$ cat config.mk
export PLATFORM = sky130hd
export DESIGN_NAME = ecg_record_ctrl
export DESIGN_NICKNAME = d
export VERILOG_FILES = /design/src/rtl/ecg_record_ctrl_pkg.sv /design/src/rtl/ecg_record_ctrl_slot_alloc.sv /design/src/rtl/ecg_record_ctrl.sv
export SDC_FILE = /design/constraint.sdc
export NUM_CORES = 1
export LEC_CHECK = 0
export CORE_MARGIN = 2
export CORE_UTILIZATION = 30
export CTS_BUF_LIST = sky130_fd_sc_hd__clkbuf_2
export CTS_CLUSTER_DIAMETER = 80
export DETAILED_ROUTE_END_ITERATION = 10
export PLACE_DENSITY = 0.62
export SETUP_SLACK_MARGIN = 0.4
export SYNTH_ARGS = -nofsm -noshare
export SYNTH_HDL_FRONTEND = slang
export SYNTH_SLANG_ARGS = --single-unit
export TNS_END_PERCENT = 10
$ cat constraint.sdc
create_clock -name clk -period 1.9 [get_ports clk]
set_input_delay 0.285 -clock clk [delete_from_list [all_inputs] [get_ports clk]]
set_output_delay 0.285 -clock clk [all_outputs]
set_load 0.01 [all_outputs]
$ cat src/rtl/ecg_record_ctrl_pkg.sv
// Shared definitions for the ECG record store: FSM encoding, default geometry and
// the 1-based slot-number range check also used by the UI side.
package ecg_record_ctrl_pkg;

    localparam int DEF_NUM_SLOTS  = 4;
    localparam int DEF_SLOT_DEPTH = 1024;

    typedef enum logic [1:0] {
        ST_IDLE     = 2'd0,
        ST_SAVE     = 2'd1,
        ST_PLAY_RD  = 2'd2,
        ST_PLAY_OUT = 2'd3
    } rec_state_e;

    // Slot numbers are 1-based; 0 and anything above num_slots are invalid.
    function automatic logic slot_in_range(input logic [2:0] slot, input int num_slots);
        return (slot != 3'd0) && (int'(slot) <= num_slots);
    endfunction

endpackage

$ cat src/rtl/ecg_record_ctrl_slot_alloc.sv
// Combinational slot bookkeeping: lowest free slot (0-based), full flag and
// number of occupied slots.
module ecg_record_ctrl_slot_alloc
    import ecg_record_ctrl_pkg::*;
#(
    parameter int NUM_SLOTS = DEF_NUM_SLOTS
) (
    input  logic [NUM_SLOTS-1:0] slot_valid,
    output logic [2:0]           free_idx,
    output logic                 full,
    output logic [2:0]           count
);

    // Scanning from the top down lets the lowest free slot win.
    always_comb begin
        free_idx = 3'd0;
        full     = 1'b1;
        count    = 3'd0;
        for (int i = NUM_SLOTS - 1; i >= 0; i--) begin
            if (!slot_valid[i]) begin
                free_idx = 3'(i);
                full     = 1'b0;
            end
            count = count + {2'b00, slot_valid[i]};
        end
    end

endmodule

$ cat src/rtl/ecg_record_ctrl.sv
// ECG record store controller: SAVE / DELETE / PLAY sequencing over one
// single-port BRAM holding NUM_SLOTS fixed-size records.
module ecg_record_ctrl
    import ecg_record_ctrl_pkg::*;
#(
    parameter int NUM_SLOTS  = DEF_NUM_SLOTS,
    parameter int SLOT_DEPTH = DEF_SLOT_DEPTH,
    parameter int SAMPLE_W   = 12,
    parameter int ADDR_W     = 12
) (
    input  logic                 clk,
    input  logic                 rst,
    input  logic                 save_req,
    input  logic                 del_req,
    input  logic [2:0]           del_slot,
    input  logic                 play_req,
    input  logic [2:0]           play_slot,
    input  logic                 abort,
    input  logic [SAMPLE_W-1:0]  sample_in,
    input  logic                 sample_valid,
    output logic                 mem_we,
    output logic [ADDR_W-1:0]    mem_addr,
    output logic [SAMPLE_W-1:0]  mem_wdata,
    input  logic [SAMPLE_W-1:0]  mem_rdata,
    output logic [SAMPLE_W-1:0]  play_data,
    output logic                 play_valid,
    output logic                 play_last,
    input  logic                 play_ready,
    output logic                 busy,
    output logic [NUM_SLOTS-1:0] slot_valid,
    output logic [2:0]           rec_count,
    output logic                 done,
    output logic                 err
);

    localparam int               CNT_W    = $clog2(SLOT_DEPTH);
    localparam logic [CNT_W-1:0] CNT_LAST = CNT_W'(SLOT_DEPTH - 1);

    rec_state_e          state_q, state_d;
    logic [2:0]          slot_q, slot_d;
    logic [CNT_W-1:0]    cnt_q, cnt_d;
    logic                rd_pend_q, rd_pend_d;
    logic [NUM_SLOTS-1:0] slot_valid_q, slot_valid_d;
    logic [2:0]          rec_count_q, rec_count_d;
    logic                mem_we_q, mem_we_d;
    logic [ADDR_W-1:0]   mem_addr_q, mem_addr_d;
    logic [SAMPLE_W-1:0] mem_wdata_q, mem_wdata_d;
    logic [SAMPLE_W-1:0] play_data_q, play_data_d;
    logic                play_valid_q, play_valid_d;
    logic                play_last_q, play_last_d;
    logic                busy_q, busy_d;
    logic                done_q, done_d;
    logic                err_q, err_d;

    logic [2:0]           free_idx;
    logic                 full;
    logic [2:0]           pop_count;
    logic                 play_hit, del_hit;
    logic [NUM_SLOTS-1:0] del_mask, save_mask;

    ecg_record_ctrl_slot_alloc #(.NUM_SLOTS(NUM_SLOTS)) u_alloc (
        .slot_valid (slot_valid_q),
        .free_idx   (free_idx),
        .full       (full),
        .count      (pop_count)
    );

    // Slots are SLOT_DEPTH-aligned, so the base address is just the index above cnt.
    function automatic logic [ADDR_W-1:0] rec_addr(input logic [2:0] idx,
                                                   input logic [CNT_W-1:0] c);
        return ADDR_W'({idx, c});
    endfunction

    always_comb begin
        play_hit  = 1'b0;
        del_hit   = 1'b0;
        del_mask  = '0;
        save_mask = '0;
        for (int i = 0; i < NUM_SLOTS; i++) begin
            if (play_slot == 3'(i + 1) && slot_valid_q[i]) play_hit = 1'b1;
            if (del_slot == 3'(i + 1) && slot_valid_q[i]) begin
                del_hit     = 1'b1;
                del_mask[i] = 1'b1;
            end
            if (slot_q == 3'(i)) save_mask[i] = 1'b1;
        end
        play_hit = play_hit && slot_in_range(play_slot, NUM_SLOTS);
        del_hit  = del_hit && slot_in_range(del_slot, NUM_SLOTS);
    end

    always_comb begin
        state_d      = state_q;
        slot_d       = slot_q;
        cnt_d        = cnt_q;
        rd_pend_d    = rd_pend_q;
        slot_valid_d = slot_valid_q;
        mem_we_d     = 1'b0;
        mem_addr_d   = mem_addr_q;
        mem_wdata_d  = mem_wdata_q;
        play_data_d  = play_data_q;
        play_valid_d = play_valid_q;
        play_last_d  = play_last_q;
        done_d       = 1'b0;
        err_d        = 1'b0;

        // Any command arriving outside IDLE is refused.
        if (state_q != ST_IDLE) err_d = save_req | play_req | del_req;

        case (state_q)
            ST_IDLE: begin
                if (save_req) begin
                    if (full) begin
                        err_d = 1'b1;
                    end else begin
                        slot_d  = free_idx;
                        cnt_d   = '0;
                        state_d = ST_SAVE;
                    end
                end else if (play_req) begin
                    if (!play_hit) begin
                        err_d = 1'b1;
                    end else begin
                        slot_d     = play_slot - 3'd1;
                        cnt_d      = '0;
                        mem_addr_d = rec_addr(play_slot - 3'd1, '0);
                        rd_pend_d  = 1'b1;
                        state_d    = ST_PLAY_RD;
                    end
                end else if (del_req) begin
                    if (!del_hit) err_d = 1'b1;
                    else          slot_valid_d = slot_valid_q & ~del_mask;
                end
            end
            ST_SAVE: begin
                if (abort) begin
                    state_d = ST_IDLE;
                end else if (sample_valid) begin
                    mem_we_d    = 1'b1;
                    mem_addr_d  = rec_addr(slot_q, cnt_q);
                    mem_wdata_d = sample_in;
                    if (cnt_q == CNT_LAST) begin
                        slot_valid_d = slot_valid_q | save_mask;
                        done_d       = 1'b1;
                        state_d      = ST_IDLE;
                    end else begin
                        cnt_d = cnt_q + 1'b1;
                    end
                end
            end
            ST_PLAY_RD: begin
                // First cycle presents the address; the second sees read data.
                if (abort) begin
                    state_d = ST_IDLE;
                end else if (rd_pend_q) begin
                    rd_pend_d = 1'b0;
                end else begin
                    play_data_d  = mem_rdata;
                    play_valid_d = 1'b1;
                    play_last_d  = (cnt_q == CNT_LAST);
                    state_d      = ST_PLAY_OUT;
                end
            end
            ST_PLAY_OUT: begin
                if (abort) begin
                    play_valid_d = 1'b0;
                    play_last_d  = 1'b0;
                    state_d      = ST_IDLE;
                end else if (play_ready) begin
                    play_valid_d = 1'b0;
                    play_last_d  = 1'b0;
                    if (cnt_q == CNT_LAST) begin
                        done_d  = 1'b1;
                        state_d = ST_IDLE;
                    end else begin
                        cnt_d      = cnt_q + 1'b1;
                        mem_addr_d = rec_addr(slot_q, cnt_q + 1'b1);
                        rd_pend_d  = 1'b1;
                        state_d    = ST_PLAY_RD;
                    end
                end
            end
            default: state_d = ST_IDLE;
        endcase

        busy_d      = (state_d != ST_IDLE);
        rec_count_d = pop_count;
    end

    always_ff @(posedge clk) begin
        if (rst) begin
            state_q      <= ST_IDLE;
            slot_q       <= '0;
            cnt_q        <= '0;
            rd_pend_q    <= 1'b0;
            slot_valid_q <= '0;
            rec_count_q  <= '0;
            mem_we_q     <= 1'b0;
            mem_addr_q   <= '0;
            mem_wdata_q  <= '0;
            play_data_q  <= '0;
            play_valid_q <= 1'b0;
            play_last_q  <= 1'b0;
            busy_q       <= 1'b0;
            done_q       <= 1'b0;
            err_q        <= 1'b0;
        end else begin
            state_q      <= state_d;
            slot_q       <= slot_d;
            cnt_q        <= cnt_d;
            rd_pend_q    <= rd_pend_d;
            slot_valid_q <= slot_valid_d;
            rec_count_q  <= rec_count_d;
            mem_we_q     <= mem_we_d;
            mem_addr_q   <= mem_addr_d;
            mem_wdata_q  <= mem_wdata_d;
            play_data_q  <= play_data_d;
            play_valid_q <= play_valid_d;
            play_last_q  <= play_last_d;
            busy_q       <= busy_d;
            done_q       <= done_d;
            err_q        <= err_d;
        end
    end

    assign mem_we     = mem_we_q;
    assign mem_addr   = mem_addr_q;
    assign mem_wdata  = mem_wdata_q;
    assign play_data  = play_data_q;
    assign play_valid = play_valid_q;
    assign play_last  = play_last_q;
    assign busy       = busy_q;
    assign slot_valid = slot_valid_q;
    assign rec_count  = rec_count_q;
    assign done       = done_q;
    assign err        = err_q;

endmodule
==> impl_metrics.csv, run 1 <==
group,metric,value,unit
run_status,status,"finished, final reports clean",
cts,cts_buffer_depth,2,
critical_path,required,2.33,ns
critical_path,timing.critical_path.buf_inv,2,
floorplanning,die_w,107,um
grt,grt_overflow,0,
layout,final_nets,585,
power,power.leakage,0.00187,uW
cts,clk_pin_slew,0.19,ns
power,powerDensity,568,nW/um2
grt,antenna_found_initial,0,
cts,numCtsBuffers,9,
timing,finalCritPeriodShare,95.5,%
timing,clock_skew,0.0214,ns
worst_hold_path,hp-start,"rst",
critical_path,r2r-start,"slot_valid[0]",
timing,grt_setup_unrepaired,"yes",
detailed_routing,routed_wl,9770,um
synthesis,synth_edf_count,0,
detailed_routing,vias,3316,
critical_path,critPathTopFamily,"buffers and inverters",
detailed_routing,wl_per_cell,14.5,um
grt,grt_pass1_vias,3158,
synthesis,yosys_warnings,0,
synthesis,synth_cell_types,54,
floorplanning,core,10300,um2
timing,slew_headroom,67.8,%
placement,dpl.hpwl,6910,um
critical_path,crit_fanout,8,
layout,final-instance-count-excl-fill,675,
detailed_routing,ant_nets,0,
critical_path,worst_setup_path_end_kind,"flip-flop",
layout,postLayoutCellArea,5100,um2
synthesis,yosys.area.top_type,"dfxtp_1",
timing,finalSetupViolCount,0,
cts,cts_tree,"built",
cts,cts_num_sinks,65,
critical_path,cpMaxStageDelayCell,"clkdlybuf4s50_1",
placement,io_buffers,86,
layout,fillers,992,
timing,worst_pin_slew,0.483,ns
floorplanning,start_util,30.7,%
synthesis,synthTopCellsByCount,"nand2_1 (78), dfxtp_1 (65), a21oi_1 (47)",
floorplanning,die_h,107,um
detailed_routing,first_iter_violations,142,
critical_path,cp_cell_sequence,"clkdlybuf4s50_1, or3b_1, a2111o_1, o211ai_4, buf_4, nand2_1, a21oi_1",
detailed_routing,drc,0,
synthesis,netlist_instances,387,
floorplanning,ios,87,
timing,min_period,1.81,ns
timing,fmaxAchievable,0.551,GHz
synthesis,yosys_register_bits,65,
flow_run,drv_cap,0,
cts,cts_max_level,3,
layout,syn2layout_area_growth,61.5,%
floorplanning,rows,37,
grt,grt_pass1_wl,15600,um
detailed_routing,vias_per_cell,4.91,
placement,place_area,4560,um2
critical_path,cp_slowest_stage_delay,0.62,ns
critical_path,startpoint_type,"input pin",
synthesis,synthArstFlopShare,0,%
layout,drive_gt1_share,27.8,%
floorplanning,dieArea,11400,um2
timing,setup_ws,0.0850,ns
timing,hold_violations,0,
power,ir_drop,0.000260,V
timing,worst_hold_slack,0.223,ns
worst_hold_path,worstHoldPathType,"in -> reg",
placement,place_ws,-0.774,ns
detailed_routing,drt_pass1_iterations,5,
cts,insertion_delay,0.48,ns
critical_path,startpoint,"play_req",
synthesis,syn_avg_cell_area,8.16,um2
synthesis,syn-cell-area,3160,um2
grt,globalRouteTotalUtil,17.2,%
critical_path,critPathKind,"in -> reg",
synthesis,synth_top_cell_area_share,41.2,%
synthesis,yosys-top-cells-area,"dfxtp_1 (41%), nand2_1 (9.3%), a21oi_1 (7.5%)",
layout,insertedDiodeCount,0,
grt,grt_max_degree,26,
synthesis,syn-num-nets,438,
placement,placedCellCount,642,
timing,slew_violations,0,
critical_path,cp_data_arrival_time,2.25,ns
cts,clock-root-buffer,"clkbuf_2",
synthesis,ys.flop_type,"dfxtp_1",
placement,routabilityCongestion,0.855,
synthesis,ys_seq_area_share,41.2,%
synthesis,yosysMostFrequentCell,"nand2_1",
-- area by class of cell --
class,instances,area (um2),area share (%)
Sequential cell,65,1330,26.0
Inverter,8,50.0,0.982
Clock buffer,10,50.0,0.982
Timing Repair Buffer,161,1460,28.6
Tap cell,136,170,3.34
Clock inverter,6,106,2.09
Multi-Input combinational cell,289,1940,38.0
-- routing by layer --
| metal | up-vias | share of wire [%] | track usage (%) |
|---|---|---|---|
| li1 | 1662 | - | - |
| met1 | 1558 | 46 | 22.1 |
| met2 | 79 | 48 | 28.2 |
| met3 | 17 | 4.4 | 3.28 |
| met4 | 0 | 2.1 | 6.96 |
| met5 | - | 0 | 0 |
-- state kept, by name, indices dropped and copies added, names as in the netlist --
| signal | count |
|---|---|
| mem_addr | 12 |
| mem_wdata | 12 |
| play_data | 12 |
| cnt_q | 10 |
| slot_valid | 4 |
| rec_count | 3 |
| slot_q | 3 |
| state_q | 2 |
| busy | 1 |
| done | 1 |
| err | 1 |
| mem_we | 1 |
| play_last | 1 |
| play_valid | 1 |
| rd_pend_q | 1 |
-- worst paths after layout --
| check | endpoint | slack [ns] | cells after the start |
|---|---|---|---|
| max | mem_addr[10] | 0.09 | 7 |
| min | play_last | 0.22 | 2 |
| max reg2reg | err | 0.15 | 5 |
| min reg2reg | play_data[8] | 0.46 | 2 |
-- layout by cell type (no fill, tap or decap), types with 7 or more instances in the layout --
cell type,Yosys,routed
clkdlybuf4s50_1,0,79
buf_6,2,12
nand3_1,14,10
ha_1,12,8
nand2_1,78,75
dfxtp_1,65,55
nor3_1,7,7
o21ai_0,16,14
nor2_1,22,19
nand4_1,7,7
buf_4,3,62
a21oi_1,47,42
clkbuf_2,0,10
-- timing repair --
action,in CTS,in global routing
setup buffers,8,8
endpoints found under the setup margin,88,94
hold buffers,0,0
gates cloned,1,0
resized for setup,46,41
pin swaps,17,21
-- logic make-up after synthesis --
logic type / share of synthesized area (%)
AND/OR/NAND/NOR: 24.4
buffers and inverters: 5.07
flip-flops: 41.2
XOR/XNOR: 2.77
adder cells (fa/ha/maj): 5.39
AO/OA/AOI/OAI: 20.1
multiplexers: 1.07
-- metrics by stage --
stage	utilization, %	setup TNS [ns]	power [uW]
CTS	47.4	0	2890
floorplan	-	-0.0153	1590
global route	49.6	0	3030
global placement	44.4	-17.21	1800
detailed placement	44.4	-18.15	1800
finish	49.6	0	2900
-- report_power, final --
group | internal [uW] | total [uW] | switching [uW]
sequential | 1380 | 1390 | 15.6
combinational | 225 | 431 | 206
clock | 567 | 1070 | 507
total | 2170 | 2900 | 728
No activity file was read; power rests on OpenSTA's default activity.
==> inputs of run 2 (changes only) <==
Settings changed: CORE_MARGIN 2 to not set, HOLD_SLACK_MARGIN set to 0.08.
==> run 2 against run 1 <==
Non-clock buffer count up 4. First-iteration DRC count increased by 5.6%. Flip-flop and latch count stayed put. Critical endpoint is now err. Setup slack better by 0.034 ns. Register-to-register slack got worse by 0.03 ns. Largest power group unchanged. Combinational power hardly changed. Die area down 3.7%. Design area is 0.88% higher. Final cell count up 0.59%. Sequential share of layout area is 0.14 points higher. Clock-buffer cell count fell by 1. Global-route usage grew 0.84 points.
==> impl_metrics.csv, run 2 (synthesized netlist as in run 1, its figures left out) <==
group,metric,value,unit
timing,fmaxAchievable,0.561,GHz
placement,place_area,4570,um2
detailed_routing,first_iter_violations,150,
placement,routabilityCongestion,0.839,
critical_path,r2r-start,"slot_valid[2]",
grt,grt_overflow,0,
power,ir_drop,0.000305,V
timing,setup_ws,0.119,ns
layout,drive_gt1_share,32.2,%
placement,io_buffers,86,
critical_path,ff2ff_setup_slack,0.12,ns
critical_path,endpoint,"err",
detailed_routing,vias_per_cell,4.86,
floorplanning,rows,37,
timing,worst_hold_slack,0.228,ns
layout,postLayoutCellArea,5140,um2
timing,worst_pin_slew,0.539,ns
placement,dpl.hpwl,6740,um
floorplanning,die_h,105,um
detailed_routing,wl_met3,513,um
layout,layout_common_cells,"nand2_1 (74), clkdlybuf4s50_1 (71), buf_4 (70), a21oi_1 (42), dfxtp_1 (42)",
floorplanning,dieArea,10900,um2
detailed_routing,highest_layer,"met4",
power,power.leakage,0.00200,uW
power,seq_power_share,51.7,%
timing,finalCritPeriodShare,93.8,%
detailed_routing,drt_pass1_iterations,4,
critical_path,critPathTopFamily,"compound AO/OA/AOI/OAI gates",
flow_run,drv_cap,0,
grt,grt_pass1_wl,15600,um
floorplanning,core,10300,um2
power,switching_share,28.9,%
power,power.internal,1920,uW
layout,final_common_cell,"nand2_1",
placement,place_ws,-0.770,ns
floorplanning,die_w,105,um
critical_path,startpoint_type,"flip-flop",
critical_path,timing.critical_path.buf_inv,0,
power,powerDensity,525,nW/um2
critical_path,startpoint,"slot_valid[2]",
detailed_routing,met1_length,4390,um
detailed_routing,wl_met2,4590,um
critical_path,cp_data_arrival_time,2.19,ns
timing,hold_violations,0,
grt,grt_pass1_vias,3286,
detailed_routing,ant_nets,0,
cts,ctsHoldBuffers,0,
cts,insertion_delay,0.50,ns
layout,final_nets,589,
worst_hold_path,holdPathStages,2,
floorplanning,ios,87,
grt,antenna_found_initial,0,
layout,insertedDiodeCount,0,
cts,clk_pin_slew,0.21,ns
run_status,status,"finished, final reports clean",
layout,syn2layout_area_growth,62.9,%
worst_hold_path,worstHoldPathType,"in -> reg",
timing,clock_skew,0.0199,ns
cts,cts_buffer_depth,2,
critical_path,worst_setup_path_end_kind,"flip-flop",
timing,slew_headroom,64.1,%
timing,finalSetupViolCount,0,
detailed_routing,routed_wl,9580,um
critical_path,cp_slowest_stage_delay,0.51,ns
timing,grt_setup_unrepaired,"yes",
timing,setup_tns,0,ns
detailed_routing,drc,0,
detailed_routing,vias,3302,
grt,grt_max_degree,26,
critical_path,timing.rr.end,"err",
critical_path,crit_fanout,4,
detailed_routing,wl_per_cell,14.1,um
critical_path,critPathKind,"reg -> reg",
critical_path,cp.depth,5,
cts,cts_max_level,3,
cts,clock-root-buffer,"clkbuf_2",
power,pwr-share-comb,15.9,%
critical_path,required,2.30,ns
critical_path,cpMaxStageDelayCell,"or4b_1",
timing,slew_violations,0,
cts,numCtsBuffers,9,
critical_path,cp_cell_sequence,"mux2_1, a32oi_1, a21oi_1, or4b_1, a311oi_2",
grt,globalRouteTotalUtil,18.0,%
power,share_clk_of_total_power,32.4,%
timing,min_period,1.78,ns
cts,cts_num_sinks,65,
floorplanning,start_util,30.7,%
power,switchingPower,780,uW
cts,cts_tree,"built",
critical_path,worst_r2r_path_depth,5,
[run 2: cell count changes in the layout (fill, tap and decap cells not counted), sizes merged]
cell	before	now
clkdlybuf4s50	79	71
dlymetal6s2s	0	5
buf	79	83
dlygate4sd2	3	6
bufinv	3	1
clkinv	2	4
inv	8	10
clkbuf	10	9
clkinvlp	1	0
[run 2: per-layer routing]
layer | track usage (%) | up-vias
met1 | 23.1 | 1535
met2 | 29.5 | 89
met4 | 7.55 | 0
li1 | - | 1670
met3 | 3.49 | 8
met5 | 0 | -
[run 2: how the worst min path moves through the flow]
stage | start | to | slack [ns]
after floorplan | sample_in[0] | mem_wdata[0] | 0.42
after global placement | play_data[7] | play_data[7] | 0.44
after detailed placement | play_data[7] | play_data[7] | 0.45
after CTS | rst | play_valid | 0.15
after global routing | rst | play_valid | 0.19
final | rst | play_valid | 0.23
[run 2: area by class of cell]
cell class / count / area (um2)
multi-input cells: 289 / 1960
repair buffers: 165 / 1490
clock inverters: 7 / 78.8
clock buffers: 9 / 45.0
well taps: 136 / 170
flip-flops and latches: 65 / 1350
fillers: 991 / 5130
inverters: 8 / 52.6
[run 2: power by group through the flow]
stage	logic [uW]	clock network (uW)	registers (uW)
floorplan	157	0	1430
global placement	370	0	1430
detailed placement	375	0	1430
CTS	410	914	1400
global route	462	969	1400
finish	429	875	1400
[run 2: stage by stage]
stage,cells,total power (uW),utilization [%]
floorplan,387,1590,-
global placement,643,1800,44.4
detailed placement,643,1800,44.4
CTS,676,2720,48.5
global route,679,2830,50.0
finish,679,2700,50.0
[run 2: repair_timing]
action,4_1_cts,5_1_grt
buffers inserted,16,3
endpoints found under the setup margin,100,102
pin swaps,20,14
gates cloned,1,0
resized for setup,74,43
==> inputs of run 3 (changes only) <==
Settings changed: CTS_CLUSTER_DIAMETER 80 to 200.
==> results of run 3 <==
Same layout as run 2: the final DEF is identical, and so are final timing and power.
